[src/rtl/regfile_arbiter.sv]
// ---------------------------------------------------------------------------
// regfile_arbiter
//
// Round-robin arbiter and access sequencer for a shared DEPTH x WIDTH
// register array. Up to NREQ requesters post single read or write
// transactions. The block picks one winner per transaction, performs the
// array access and returns a one-cycle grant pulse, plus read data for reads.
//
// Transaction timing (one transaction every two cycles at most):
//   edge E0 (IDLE) : winner chosen and its request fields captured
//   edge E1 (XFER) : array accessed; gnt/rid/rvalid/rdata registered
//   cycle after E1 : gnt visible for one cycle, busy back to 0
//
// Addresses at or above DEPTH are out of range. Writes to them are dropped.
// Reads from them return 0 and still complete with gnt and rvalid.
//
// Optional feature, enabled by defining REGFILE_ARB_LOCK_EN:
//   Adds the input port lock and the parameter LOCK_MAX. When a winner has its
//   lock bit set at capture, it keeps top priority for up to LOCK_MAX
//   consecutive grants.
//
// Ports:
//   clk     in   rising-edge clock
//   rst_n   in   synchronous active-low reset; clears the array as well
//   req     in   [NREQ]        per-requester request level
//   we      in   [NREQ]        per-requester op: 1 = write, 0 = read
//   addr    in   [NREQ*AW]     requester k uses bits [k*AW +: AW]
//   wdata   in   [NREQ*WIDTH]  requester k uses bits [k*WIDTH +: WIDTH]
//   lock    in   [NREQ]        (REGFILE_ARB_LOCK_EN only) hold priority
//   gnt     out  [NREQ]        one-hot completion pulse
//   rvalid  out  read data valid, coincides with gnt for reads
//   rdata   out  [WIDTH]       read data; holds its value between reads
//   rid     out  [IW]          index of the requester completing
//   busy    out  high for the cycle the transfer is in flight
// ---------------------------------------------------------------------------
module regfile_arbiter #(
  parameter int NREQ  = 4,
  parameter int DEPTH = 32,
  parameter int WIDTH = 8,
  parameter int AW    = 5,
  parameter int IW    = 2
`ifdef REGFILE_ARB_LOCK_EN
  ,
  parameter int LOCK_MAX = 4
`endif
) (
  input  logic                  clk,
  input  logic                  rst_n,
  input  logic [NREQ-1:0]       req,
  input  logic [NREQ-1:0]       we,
  input  logic [NREQ*AW-1:0]    addr,
  input  logic [NREQ*WIDTH-1:0] wdata,
`ifdef REGFILE_ARB_LOCK_EN
  input  logic [NREQ-1:0]       lock,
`endif
  output logic [NREQ-1:0]       gnt,
  output logic                  rvalid,
  output logic [WIDTH-1:0]      rdata,
  output logic [IW-1:0]         rid,
  output logic                  busy
);

  // Sized copies of the integer parameters, for width-matched compares.
  localparam logic [IW:0] NREQ_W  = (IW+1)'(NREQ);
  localparam logic [AW:0] DEPTH_W = (AW+1)'(DEPTH);

  typedef enum logic {
    S_IDLE = 1'b0,
    S_XFER = 1'b1
  } state_t;

  state_t           r_state;
  state_t           w_state_nxt;
  logic             w_capture;
  logic             w_exec;

  // Priority pointer and captured transaction.
  logic [IW-1:0]    r_ptr;
  logic [IW-1:0]    r_cap_id;
  logic             r_cap_we;
  logic [AW-1:0]    r_cap_addr;
  logic [WIDTH-1:0] r_cap_wdata;

  // Registered outputs.
  logic [NREQ-1:0]  r_gnt;
  logic             r_rvalid;
  logic [WIDTH-1:0] r_rdata;
  logic [IW-1:0]    r_rid;
  logic             r_busy;

  logic [WIDTH-1:0] r_mem [DEPTH];

  logic [AW-1:0]    w_addr_arr  [NREQ];
  logic [WIDTH-1:0] w_wdata_arr [NREQ];
  logic [NREQ-1:0]  w_req_rot;
  logic             w_found;
  logic [IW-1:0]    w_winner;
  logic [IW:0]      w_sum;
  logic [IW:0]      w_id_sum;
  logic [IW-1:0]    w_ptr_adv;
  logic [IW-1:0]    w_ptr_nxt;
  logic             w_in_range;
  logic [WIDTH-1:0] w_rd;

`ifdef REGFILE_ARB_LOCK_EN
  localparam int          CW     = $clog2(LOCK_MAX + 1);
  localparam logic [CW-1:0] LMAX_W = CW'(LOCK_MAX);

  logic             r_cap_lock;
  logic [IW-1:0]    r_last_id;
  logic [CW-1:0]    r_lock_cnt;
  logic [CW-1:0]    w_cnt_nxt;
`endif

  // Split the flattened request buses into per-requester fields.
  always_comb begin : unpack
    for (int i = 0; i < NREQ; i++) begin
      w_addr_arr[i]  = addr[i*AW +: AW];
      w_wdata_arr[i] = wdata[i*WIDTH +: WIDTH];
    end
  end

  // Rotate the requests so that bit 0 is the requester at the pointer.
  // The first set bit i then maps back to requester (ptr + i) mod NREQ.
  assign w_req_rot = NREQ'({req, req} >> r_ptr);

  always_comb begin : arbitrate
    // NOTE: every variable written in this combinational block gets a value
    // before any condition. A variable left unassigned on some path would
    // have to hold its old value, and that infers a latch.
    w_found  = 1'b0;
    w_winner = '0;
    w_sum    = '0;
    for (int i = 0; i < NREQ; i++) begin
      if (!w_found && w_req_rot[i]) begin
        w_found  = 1'b1;
        w_sum    = {1'b0, r_ptr} + (IW+1)'(i);
        w_winner = (w_sum >= NREQ_W) ? IW'(w_sum - NREQ_W) : w_sum[IW-1:0];
      end
    end
  end

  // FSM next-state logic and control strobes.
  always_comb begin : fsm_next
    w_state_nxt = r_state;
    w_capture   = 1'b0;
    w_exec      = 1'b0;
    case (r_state)
      S_IDLE: begin
        if (w_found) begin
          w_capture   = 1'b1;
          w_state_nxt = S_XFER;
        end
      end
      S_XFER: begin
        w_exec      = 1'b1;
        w_state_nxt = S_IDLE;
      end
      default: w_state_nxt = S_IDLE;
    endcase
  end

  always_ff @(posedge clk) begin : fsm_state
    // NOTE: sequential state is updated with non-blocking assignments, so
    // every register samples the values from before the clock edge.
    if (!rst_n) r_state <= S_IDLE;
    else        r_state <= w_state_nxt;
  end

  // Pointer update after a grant: normally the requester after the winner.
  always_comb begin : ptr_next
    w_id_sum  = {1'b0, r_cap_id} + (IW+1)'(1);
    w_ptr_adv = (w_id_sum >= NREQ_W) ? '0 : w_id_sum[IW-1:0];
`ifdef REGFILE_ARB_LOCK_EN
    // Count consecutive grants to the same requester; saturate at LOCK_MAX
    // so a lone requester that is granted repeatedly cannot wrap the count.
    if (r_cap_id != r_last_id)   w_cnt_nxt = CW'(1);
    else if (r_lock_cnt < LMAX_W) w_cnt_nxt = r_lock_cnt + CW'(1);
    else                         w_cnt_nxt = r_lock_cnt;
    w_ptr_nxt = (r_cap_lock && (w_cnt_nxt < LMAX_W)) ? r_cap_id : w_ptr_adv;
`else
    w_ptr_nxt = w_ptr_adv;
`endif
  end

  // Capture the winner's request fields at the IDLE edge. Later changes on
  // the inputs do not affect the captured transaction.
  always_ff @(posedge clk) begin : capture
    if (!rst_n) begin
      r_cap_id    <= '0;
      r_cap_we    <= 1'b0;
      r_cap_addr  <= '0;
      r_cap_wdata <= '0;
`ifdef REGFILE_ARB_LOCK_EN
      r_cap_lock  <= 1'b0;
`endif
    end else if (w_capture) begin
      r_cap_id    <= w_winner;
      r_cap_we    <= we[w_winner];
      r_cap_addr  <= w_addr_arr[w_winner];
      r_cap_wdata <= w_wdata_arr[w_winner];
`ifdef REGFILE_ARB_LOCK_EN
      r_cap_lock  <= lock[w_winner];
`endif
    end
  end

  assign w_in_range = ({1'b0, r_cap_addr} < DEPTH_W);
  assign w_rd       = w_in_range ? r_mem[r_cap_addr] : '0;

  // Storage array. Reset forces every entry to zero. A write still in XFER
  // when reset is asserted is lost, because the reset branch takes priority.
  always_ff @(posedge clk) begin : mem_write
    // NOTE: the array has to be cleared on reset, so it is built from
    // resettable flops rather than a RAM macro, and it is cleared in a loop.
    if (!rst_n) begin
      for (int i = 0; i < DEPTH; i++) r_mem[i] <= '0;
    end else if (w_exec && r_cap_we && w_in_range) begin
      r_mem[r_cap_addr] <= r_cap_wdata;
    end
  end

  // Completion signalling and pointer advance.
  always_ff @(posedge clk) begin : complete
    if (!rst_n) begin
      r_ptr    <= '0;
      r_gnt    <= '0;
      r_rvalid <= 1'b0;
      r_rdata  <= '0;
      r_rid    <= '0;
      r_busy   <= 1'b0;
    end else begin
      r_gnt    <= '0;
      r_rvalid <= 1'b0;
      r_busy   <= (w_state_nxt == S_XFER);
      if (w_exec) begin
        r_gnt <= {{(NREQ-1){1'b0}}, 1'b1} << r_cap_id;
        r_rid <= r_cap_id;
        r_ptr <= w_ptr_nxt;
        if (!r_cap_we) begin
          r_rvalid <= 1'b1;
          r_rdata  <= w_rd;
        end
      end
    end
  end

`ifdef REGFILE_ARB_LOCK_EN
  always_ff @(posedge clk) begin : lock_track
    if (!rst_n) begin
      r_last_id  <= '0;
      r_lock_cnt <= '0;
    end else if (w_exec) begin
      r_last_id  <= r_cap_id;
      r_lock_cnt <= w_cnt_nxt;
    end
  end
`endif

  assign gnt    = r_gnt;
  assign rvalid = r_rvalid;
  assign rdata  = r_rdata;
  assign rid    = r_rid;
  assign busy   = r_busy;

endmodule

[config.mk]
export PLATFORM = sky130hd
export DESIGN_NAME = regfile_arbiter
export DESIGN_NICKNAME = d
export VERILOG_FILES = /design/src/rtl/regfile_arbiter.sv
export SDC_FILE = /design/constraint.sdc
export NUM_CORES = 1
export LEC_CHECK = 0
export BUFFER_PORTS_ARGS = -buffer_cell sky130_fd_sc_hd__buf_2
export CORE_MARGIN = 2
export CORE_UTILIZATION = 45
export DETAILED_ROUTE_END_ITERATION = 16
export MAX_ROUTING_LAYER = met4
export PLACE_DENSITY = 0.62
export SLEW_MARGIN = 20
export SYNTH_ARGS = -nofsm -noshare
export SYNTH_HDL_FRONTEND = slang
export SYNTH_SLANG_ARGS = --single-unit
[constraint.sdc]
create_clock -name clk -period 6.1 [get_ports clk]
set_input_delay 0.61 -clock clk [delete_from_list [all_inputs] [get_ports clk]]
set_output_delay 0.61 -clock clk [all_outputs]
set_load 0.03 [all_outputs]
Yosys cells after proc, flatten, opt, wreduce, memory -nomap -nowiden

Memory sizes are Yosys's and may differ from the RTL's. A register that Yosys moved wholly into a read port is not among the register bits.
Index checks and enable logic that the tools add are counted.
W data, S select, Z words.

Add/sub/neg operators: 8
Magnitude comparators: 7
Shift operators: 2
Muxes and demuxes: 33
Bitwise gates (word level): 3
Reduce and logical (&&, ||, !) cells: 11

Operator list:

| cell                  | count |
|---|---|
| $mux W8               | 3 |
| $mux W2               | 9 |
| $bmux W8 S2           | 1 |
| $ge A3 B3 Y1 const B  | 5 |
| $mux W5               | 3 |
| $mux W1               | 14 |
| $bmux W5 S2           | 1 |
| $reduce_or A8 Y1      | 1 |
| $shr A8 B2 Y4         | 1 |
| $sub A2 B1 Y2 const B | 4 |
| $add A2 B1 Y3 const B | 2 |
| $add A2 B2 Y3 const B | 2 |
| $logic_and A1 B1 Y1   | 4 |
| $logic_not A1 Y1      | 4 |
| $reduce_and A2 Y1     | 2 |
| $shl A1 B2 Y4 const A | 1 |
| $ge A2 B3 Y1 const B  | 1 |
| $lt A2 B3 Y1 const B  | 1 |
| $not A2 Y3            | 1 |
| $bmux W1 S2           | 1 |
| $not A1 Y1            | 2 |
| $pmux W1 S2           | 1 |

Flip-flop bits (word level): 26
Bits in writable memories: 256
Input port bits: 62
Output and inout bits: 16
Word-level logic and storage cells: 74
Memories: 1

Memories:

| memory | words | bits a word | rd ports | clocked after memory_dff | write ports | RTL line | source |
|---|---|---|---|---|---|---|---|
| r_mem  | 32    | 8           | 1        | 1                        | 32          | 91       | `logic [WIDTH-1:0] r_mem [DEPTH];` |

Longest topological paths before layout

Gate-level depths: netlist (run 1).

Depth after elaboration: 15
Gate-level depth with buffers: 8

Worst setup path before layout (run 1)

No wires, ideal clock.

Kind: register to register
Start: register, netlist name busy
End: memory r_mem[28][0] (enable)
Setup time: 384 ps
Arrival time: 1,955 ps
Data required time: 5,716 ps
Path slack: 3,761 ps
Stages on the path, launching flop included: 7
Path buffers: 2
Clock period less this slack: 2,339 ps
Cells stage by stage: dfxtp_1 -> buf_2 -> nand3_1 -> nor2_1 -> nand2_1 -> clkbuf_1 -> o21ai_0

RTL lines:

| element   | RTL line |
|---|---|
| to (decl) | 91 |

==> summary.md, run 1 <==
| Metric | Value |
|---|---|
| Synth cell types | `48` |
| IR drop worst, VDD | `0.194 mV` |
| Crit path to | `r_mem[12][7]` |
| Clock buffer count from CTS | `30` |
| Post-CTS setup repair buffer count | `0` |
| IO Pins | `78` |
| Status | `finished clean` |
| Sw Pwr | `0.00116 W` |
| Slew of the pin with the lowest slew margin | `1.11 ns` |
| Nets | `1,057` |
| Worst Setup Start Kind | `flop` |
| Layout Skew | `0.00815 ns` |
| Number of global-route vias before repair | `7,716` |
| Cells after Synth | `947` |
| Reg2reg end | `r_mem[12][7]` |
| Worst setup path category | `reg2reg` |
| Final Hold Viols | `0` |
| Req. time, crit path | `6.26 ns` |
| Cell breakdown of the critical path | `buf_4, nor2_1, nand2_1, o21ai_0` |
| FILL cells | `2,486` |
| Die area | `0.0311 mm²` |
| Fin util | `51.0%` |
| Initial antenna violation count | `0` |
| Mapped Nets | `1,010` |
| CP Capture Type | `flop` |
| Unrepaired setup endpoints after global routing | `no` |
| R2R Path Start | `r_cap_addr[1]` |
| Clock root cell | `clkbuf_16` |
| Syn-to-layout area delta | `12.4%` |
| Async SR Flop Fraction | `0%` |
| IO Port Bufs | `77` |
| HPWL after detailed placement | `21,400 µm` |
| Largest net degree at the start of global routing | `54` |
| Max Transition Viols Final | `0` |
| Global-route wire length before repair | `48,600 µm` |
| Max Fanout on Critical Path | `45` |
| Sw Share | `24.3%` |
| Clock-pin transition on the worst setup and hold timing paths | `0.06 ns` |
| Seq cells post-synth | `290` |
| Min Tclk post-route | `3.20 ns` |
| Hold WC Path Type | `in2reg` |
| Core area | `0.0295 mm²` |
| Total grt overflow | `0` |
| Drt drc | `0` |
| Number of core rows | `63` |
| R2R Setup Slk | `2.90 ns` |
| Syn Area/Cell | `14.1 µm²` |
| Clock latency at the later pin of the worst-skew pair | `0.55 ns` |
| H-Tree Depth | `1` |
| 1st-pass router iterations | `5` |
| Max Clk Rate | `0.312 GHz` |
| Post-synthesis sequential area ratio | `62.6%` |
| Remaining antenna violation count | `0` |
| Period Utilization, post-route | `52.5%` |
| Routed WL | `33,000 µm` |
| Layout cells sized above 1 | `19.5%` |
| Leak | `5.52 nW` |
| Critical Path AT | `3.36 ns` |
| Comb power frac | `9.1%` |
| Reg2Reg Depth | `4` |
| Routability Congestion | `0.868` |
| Post-CTS Resized | `0` |
| DR WL/cell | `23.5 µm` |
| Initial DRC count | `814` |
| Top FF cell, synth | `edfxtp_1` |
| Die Wd | `176 µm` |
| Crit-path max cell delay | `1.12 ns` |
| Most frequent cells in the layout | `and2_1 (258), edfxtp_1 (256), buf_2 (77), mux2i_1 (54), mux4_2 (51)` |
| Maximum clock path buffer count | `3` |
| CTS tree | `yes` |
| GRT Util Overall | `22.0%` |
| Clk pwr share | `40.2%` |
| Chip Height | `176 µm` |
| PD cells | `317 mW/mm²` |
| Number of synthesized flops with an enable pin | `256` |
| Initial Utilization | `45.3%` |
| Post-DR vias/cell | `5.58` |
| Setup TNS | `0 ns` |
| Clock Sinks | `290` |
| Synth Warn # | `0` |
| CP Launch Point | `r_cap_addr[1]` |
| Mapped cell area | `0.0134 mm²` |
| Sequential power share | `50.7%` |
| Most common cell after layout, fill and taps aside | `and2_1` |
| Slowest library cell on the worst path | `o21ai_0` |
| Number of max-cap violations | `0` |
| N_diodes | `0` |
| Rel. slew slack | `25.2%` |
| Vias | `7,850` |
| Int Power | `0.00361 W` |
| Total power | `0.00476 W` |
| CTS hold repair buffers | `0` |
| Setup violators final | `0` |
-- sequential cells by signal, indices dropped and copies added, names as in the netlist --
register,count
r_cap_id,2
rdata,8
rvalid,1
r_mem,256
r_cap_we,1
busy,1
r_cap_wdata,8
gnt,4
rid,2
r_ptr,2
r_cap_addr,5
-- power by group through the flow --
stage / sequential (W) / combinational [W] / clock, W
2_1_floorplan: 0.00232 / 0.000365 / 0
3_3_place_gp: 0.00246 / 0.000427 / 0
3_5_place_dp: 0.00246 / 0.000430 / 0
4_1_cts: 0.00242 / 0.000431 / 0.00194
5_1_grt: 0.00243 / 0.000458 / 0.00202
6_report: 0.00242 / 0.000433 / 0.00192
-- worst min-delay path by stage --
stage	from	end	slack, ns	depth (start not counted)
6_report	we[3]	r_cap_we	0.38	3
5_1_grt	wdata[19]	r_cap_wdata[3]	0.38	3
4_1_cts	wdata[26]	r_cap_wdata[2]	0.36	3
3_5_place_dp	rid[1]	rid[1]	0.48	2
3_3_place_gp	rid[1]	rid[1]	0.47	2
2_1_floorplan	r_cap_id[1]	gnt[3]	0.48	2
-- worst max-delay path, delay by kind of cell (launching register included) --
kind / cells / cell delay, ns
AO/OA/AOI/OAI: 1 / 1.12
AND/OR/NAND/NOR: 2 / 0.76
flip-flops: 1 / 0.54
buffers and inverters: 1 / 0.38
-- layer usage --
layer | part of all wire [%] | vias up | track usage, %
li1 | - | 3614 | -
met1 | 43 | 3892 | 30.2
met2 | 47 | 276 | 33.2
met3 | 7.1 | 68 | 4.31
met4 | 3.1 | 0 | 7.06
met5 | 0 | - | -
-- synthesized netlist by cell type (all sizes together), types with 2 or more instances --
master | n | area share, %
buf | 23 | 1.2
a31oi | 4 | 0.19
a22oi | 17 | 0.95
or3 | 2 | 0.094
and2 | 258 | 12
nand3 | 4 | 0.15
o21ai | 38 | 1.4
inv | 5 | 0.14
a22o | 5 | 0.33
clkbuf | 43 | 1.2
nand2 | 22 | 0.62
nor2b | 8 | 0.37
mux4 | 53 | 9.0
or2 | 2 | 0.094
nor3 | 2 | 0.11
nand4bb | 2 | 0.17
nand2b | 11 | 0.51
dfxtp | 34 | 5.1
a21oi | 8 | 0.30
and3 | 2 | 0.094
nand4 | 5 | 0.23
nor2 | 44 | 1.3
edfxtp | 256 | 58
a211oi | 6 | 0.34
mux2i | 54 | 4.0
o221ai | 15 | 0.98
o22ai | 8 | 0.37
o211a | 4 | 0.30
-- cell families after synthesis --
family,share of synthesized area (%)
flops,62.6
simple gates,16.1
buf+inv,2.50
compound gates,5.62
fa+ha+maj,0.0936
mux,13.1
-- area by class of cell --
cell class                 instances  area [µm²]  area share, %
clock buffer                      43         891           5.93
sequential                       290        8390           55.8
tap                              390         488           3.25
clock inverter                    13         165           1.10
multi-input combinational        586        4670           31.0
inverter                           5        18.8          0.125
timing repair buffer              81         415           2.76
-- through the flow --
stage | cells | instance area, µm² | hold slack [ns] | setup slack (ns)
3_3_place_gp | 1352 | 14000 | 0.466 | 2.60
6_report | 1408 | 15000 | 0.377 | 2.90
4_1_cts | 1408 | 15000 | 0.360 | 2.93
3_5_place_dp | 1352 | 14000 | 0.479 | 2.55
2_1_floorplan | 947 | 13400 | 0.478 | 3.76
5_1_grt | 1408 | 15000 | 0.378 | 2.79
(Power assumes the default switching activity.)
==> run 2: changes to the inputs <==
- clock period: 6.1 -> 3.3 ns (I/O delays scaled with it)
==> summary.md, run 2 (same netlist as run 1, synthesis figures left out) <==
| Metric | Value |
|---|---|
| Status | `finished clean (unchanged)` |
| Post-CTS Resized | `0 (unchanged)` |
| Routability Congestion | `0.899 (was 0.868)` |
| Clock latency at the later pin of the worst-skew pair | `0.56 ns (was 0.55 ns)` |
| Maximum clock path buffer count | `3 (unchanged)` |
| Max Transition Viols Final | `0 (unchanged)` |
| Sequential power share | `47.5% (was 50.7%)` |
| N_diodes | `0 (unchanged)` |
| Setup TNS | `0 ns (unchanged)` |
| Clock Sinks | `290 (unchanged)` |
| Routed WL | `33,600 µm (was 33,000 µm)` |
| Initial DRC count | `905 (was 814)` |
| Comb power frac | `11.5% (was 9.1%)` |
| Clock-pin transition on the worst setup and hold timing paths | `0.06 ns (about the same)` |
| Clk pwr share | `41.0% (was 40.2%)` |
| Vias | `8,173 (was 7,850)` |
| Die area | `0.0311 mm² (unchanged)` |
| Most frequent cells in the layout | `and2_1 (258), edfxtp_1 (256), buf_2 (77), buf_4 (62), mux2i_1 (54) (was and2_1 (258), edfxtp_1 (256), buf_2 (77), mux2i_1 (54), mux4_2 (51))` |
| Worst Setup Start Kind | `flop (unchanged)` |
| IO Pins | `78 (unchanged)` |
| Syn-to-layout area delta | `15.8% (was 12.4%)` |
| Number of core rows | `63 (unchanged)` |
| Sw Share | `25.0% (was 24.3%)` |
| Max Clk Rate | `0.393 GHz (was 0.312 GHz)` |
| Reg with most FFs | `r_mem (unchanged)` |
| DR WL/cell | `22.9 µm (was 23.5 µm)` |
| Pre-CTS setup slack | `0.709 ns (was 2.55 ns)` |
| Layout cells sized above 1 | `23.4% (was 19.5%)` |
| Number of flip-flops in the largest register | `256 (unchanged)` |
| Sw Pwr | `0.00225 W (was 0.00116 W)` |
| Min Tclk post-route | `2.55 ns (was 3.20 ns)` |
| Global-route wire length before repair | `51,100 µm (was 48,600 µm)` |
| Setup ws final | `0.753 ns (was 2.90 ns)` |
| Chip Height | `176 µm (unchanged)` |
| Die Wd | `176 µm (unchanged)` |
| H-Tree Depth | `1 (unchanged)` |
| Int Power | `0.00676 W (was 0.00361 W)` |
| Req. time, crit path | `3.75 ns (was 6.26 ns)` |
| 1st-pass router iterations | `5 (unchanged)` |
| Critical Path AT | `3.00 ns (was 3.36 ns)` |
| CP Capture Type | `flop (unchanged)` |
| CTS hold repair buffers | `0 (unchanged)` |
| Number of max-cap violations | `0 (unchanged)` |
| Max Fanout on Critical Path | `27 (was 45)` |
| HPWL after detailed placement | `22,700 µm (was 21,400 µm)` |
| Most common cell after layout, fill and taps aside | `and2_1 (unchanged)` |
| GRT Util Overall | `22.7% (was 22.0%)` |
| PD cells | `582 mW/mm² (was 317 mW/mm²)` |
| Post-DR vias/cell | `5.57 (was 5.58)` |
| Slew of the pin with the lowest slew margin | `1.08 ns (was 1.11 ns)` |
| Clock root cell | `clkbuf_16 (unchanged)` |
| Core area | `0.0295 mm² (unchanged)` |
| Unrepaired setup endpoints after global routing | `no (unchanged)` |
| Layout Skew | `0.0137 ns (was 0.00815 ns)` |
| Hold WC Path Type | `in2reg (unchanged)` |
| Drt drc | `0 (unchanged)` |
| IO Port Bufs | `77 (unchanged)` |
| Number of global-route vias before repair | `8,216 (was 7,716)` |
| Leak | `5.78 nW (was 5.52 nW)` |
| FILL cells | `2,532 (was 2,486)` |
| Worst hold slack | `0.0841 ns (was 0.377 ns)` |
| Clock buffer count from CTS | `31 (was 30)` |
| Remaining antenna violation count | `0 (unchanged)` |
| Setup violators final | `0 (unchanged)` |
| Initial Utilization | `45.3% (unchanged)` |
| Post-CTS setup repair buffer count | `0 (unchanged)` |
| Period Utilization, post-route | `77.2% (was 52.5%)` |
| Total grt overflow | `0 (unchanged)` |
| IR drop worst, VDD | `0.399 mV (was 0.194 mV)` |
| CTS tree | `yes (unchanged)` |
| Nets | `1,116 (was 1,057)` |
| Rel. slew slack | `27.3% (was 25.2%)` |
| Largest net degree at the start of global routing | `52 (was 54)` |
| Final Hold Viols | `0 (unchanged)` |
| Initial antenna violation count | `0 (unchanged)` |
| Worst setup path category | `reg2reg (unchanged)` |
run 2: worst paths after layout:
| check | slack [ns] | cells after the start | to | startpoint |
|---|---|---|---|---|
| max | 0.75 | 5 | rdata[7] | r_cap_addr[0] |
| min | 0.08 | 3 | r_cap_addr[3] | addr[8] |
| max reg2reg | 0.75 | 5 | rdata[7] | r_cap_addr[0] |
| min reg2reg | 0.48 | 2 | rid[1] | rid[1] |
run 2: cell type report:
cell class                      instances  area, µm²  area share, %
Tap cell                              390        488           3.15
Clock inverter                         21        272           1.75
Timing Repair Buffer                  139        851           5.50
Clock buffer                           36        805           5.20
Sequential cell                       290       8380           54.1
Inverter                                5       18.8          0.121
Multi-Input combinational cell        586       4670           30.2
run 2: layer usage:
layer | wire length [µm] | vias to the layer above | track usage, %
li1 | - | 3738 | -
met1 | 14500 | 4089 | 31.0
met2 | 15800 | 265 | 34.5
met3 | 2030 | 81 | 4.22
met4 | 1250 | 0 | 7.82
met5 | 0 | - | -
run 2: stage by stage:
| step | instance area, µm² | instances | power, W | utilization [%] |
|---|---|---|---|---|
| 6_report | 15500 | 1467 | 0.00901 | 52.5 |
| 3_3_place_gp | 14400 | 1410 | 0.00538 | 48.8 |
| 5_1_grt | 15500 | 1467 | 0.00926 | 52.5 |
| 4_1_cts | 15500 | 1467 | 0.00903 | 52.5 |
| 2_1_floorplan | 13400 | 947 | 0.00496 | - |
| 3_5_place_dp | 14400 | 1410 | 0.00539 | 48.8 |
run 2: power groups by stage:
| stage | clock network, W | logic [W] | registers, W |
|---|---|---|---|
| detailed placement | 0 | 0.00103 | 0.00435 |
| floorplan | 0 | 0.000675 | 0.00429 |
| global route | 0.00386 | 0.00111 | 0.00429 |
| finish | 0.00369 | 0.00104 | 0.00427 |
| global placement | 0 | 0.00103 | 0.00435 |
| CTS | 0.00372 | 0.00104 | 0.00428 |
run 2: worst max-delay path, stage by stage, from the launching register on:
cell and delay (ns):
dfxtp_4 0.71, buf_4 0.42, mux4_2 0.56, a211oi_1 0.42, nand4_1 0.15, o211a_1 0.15
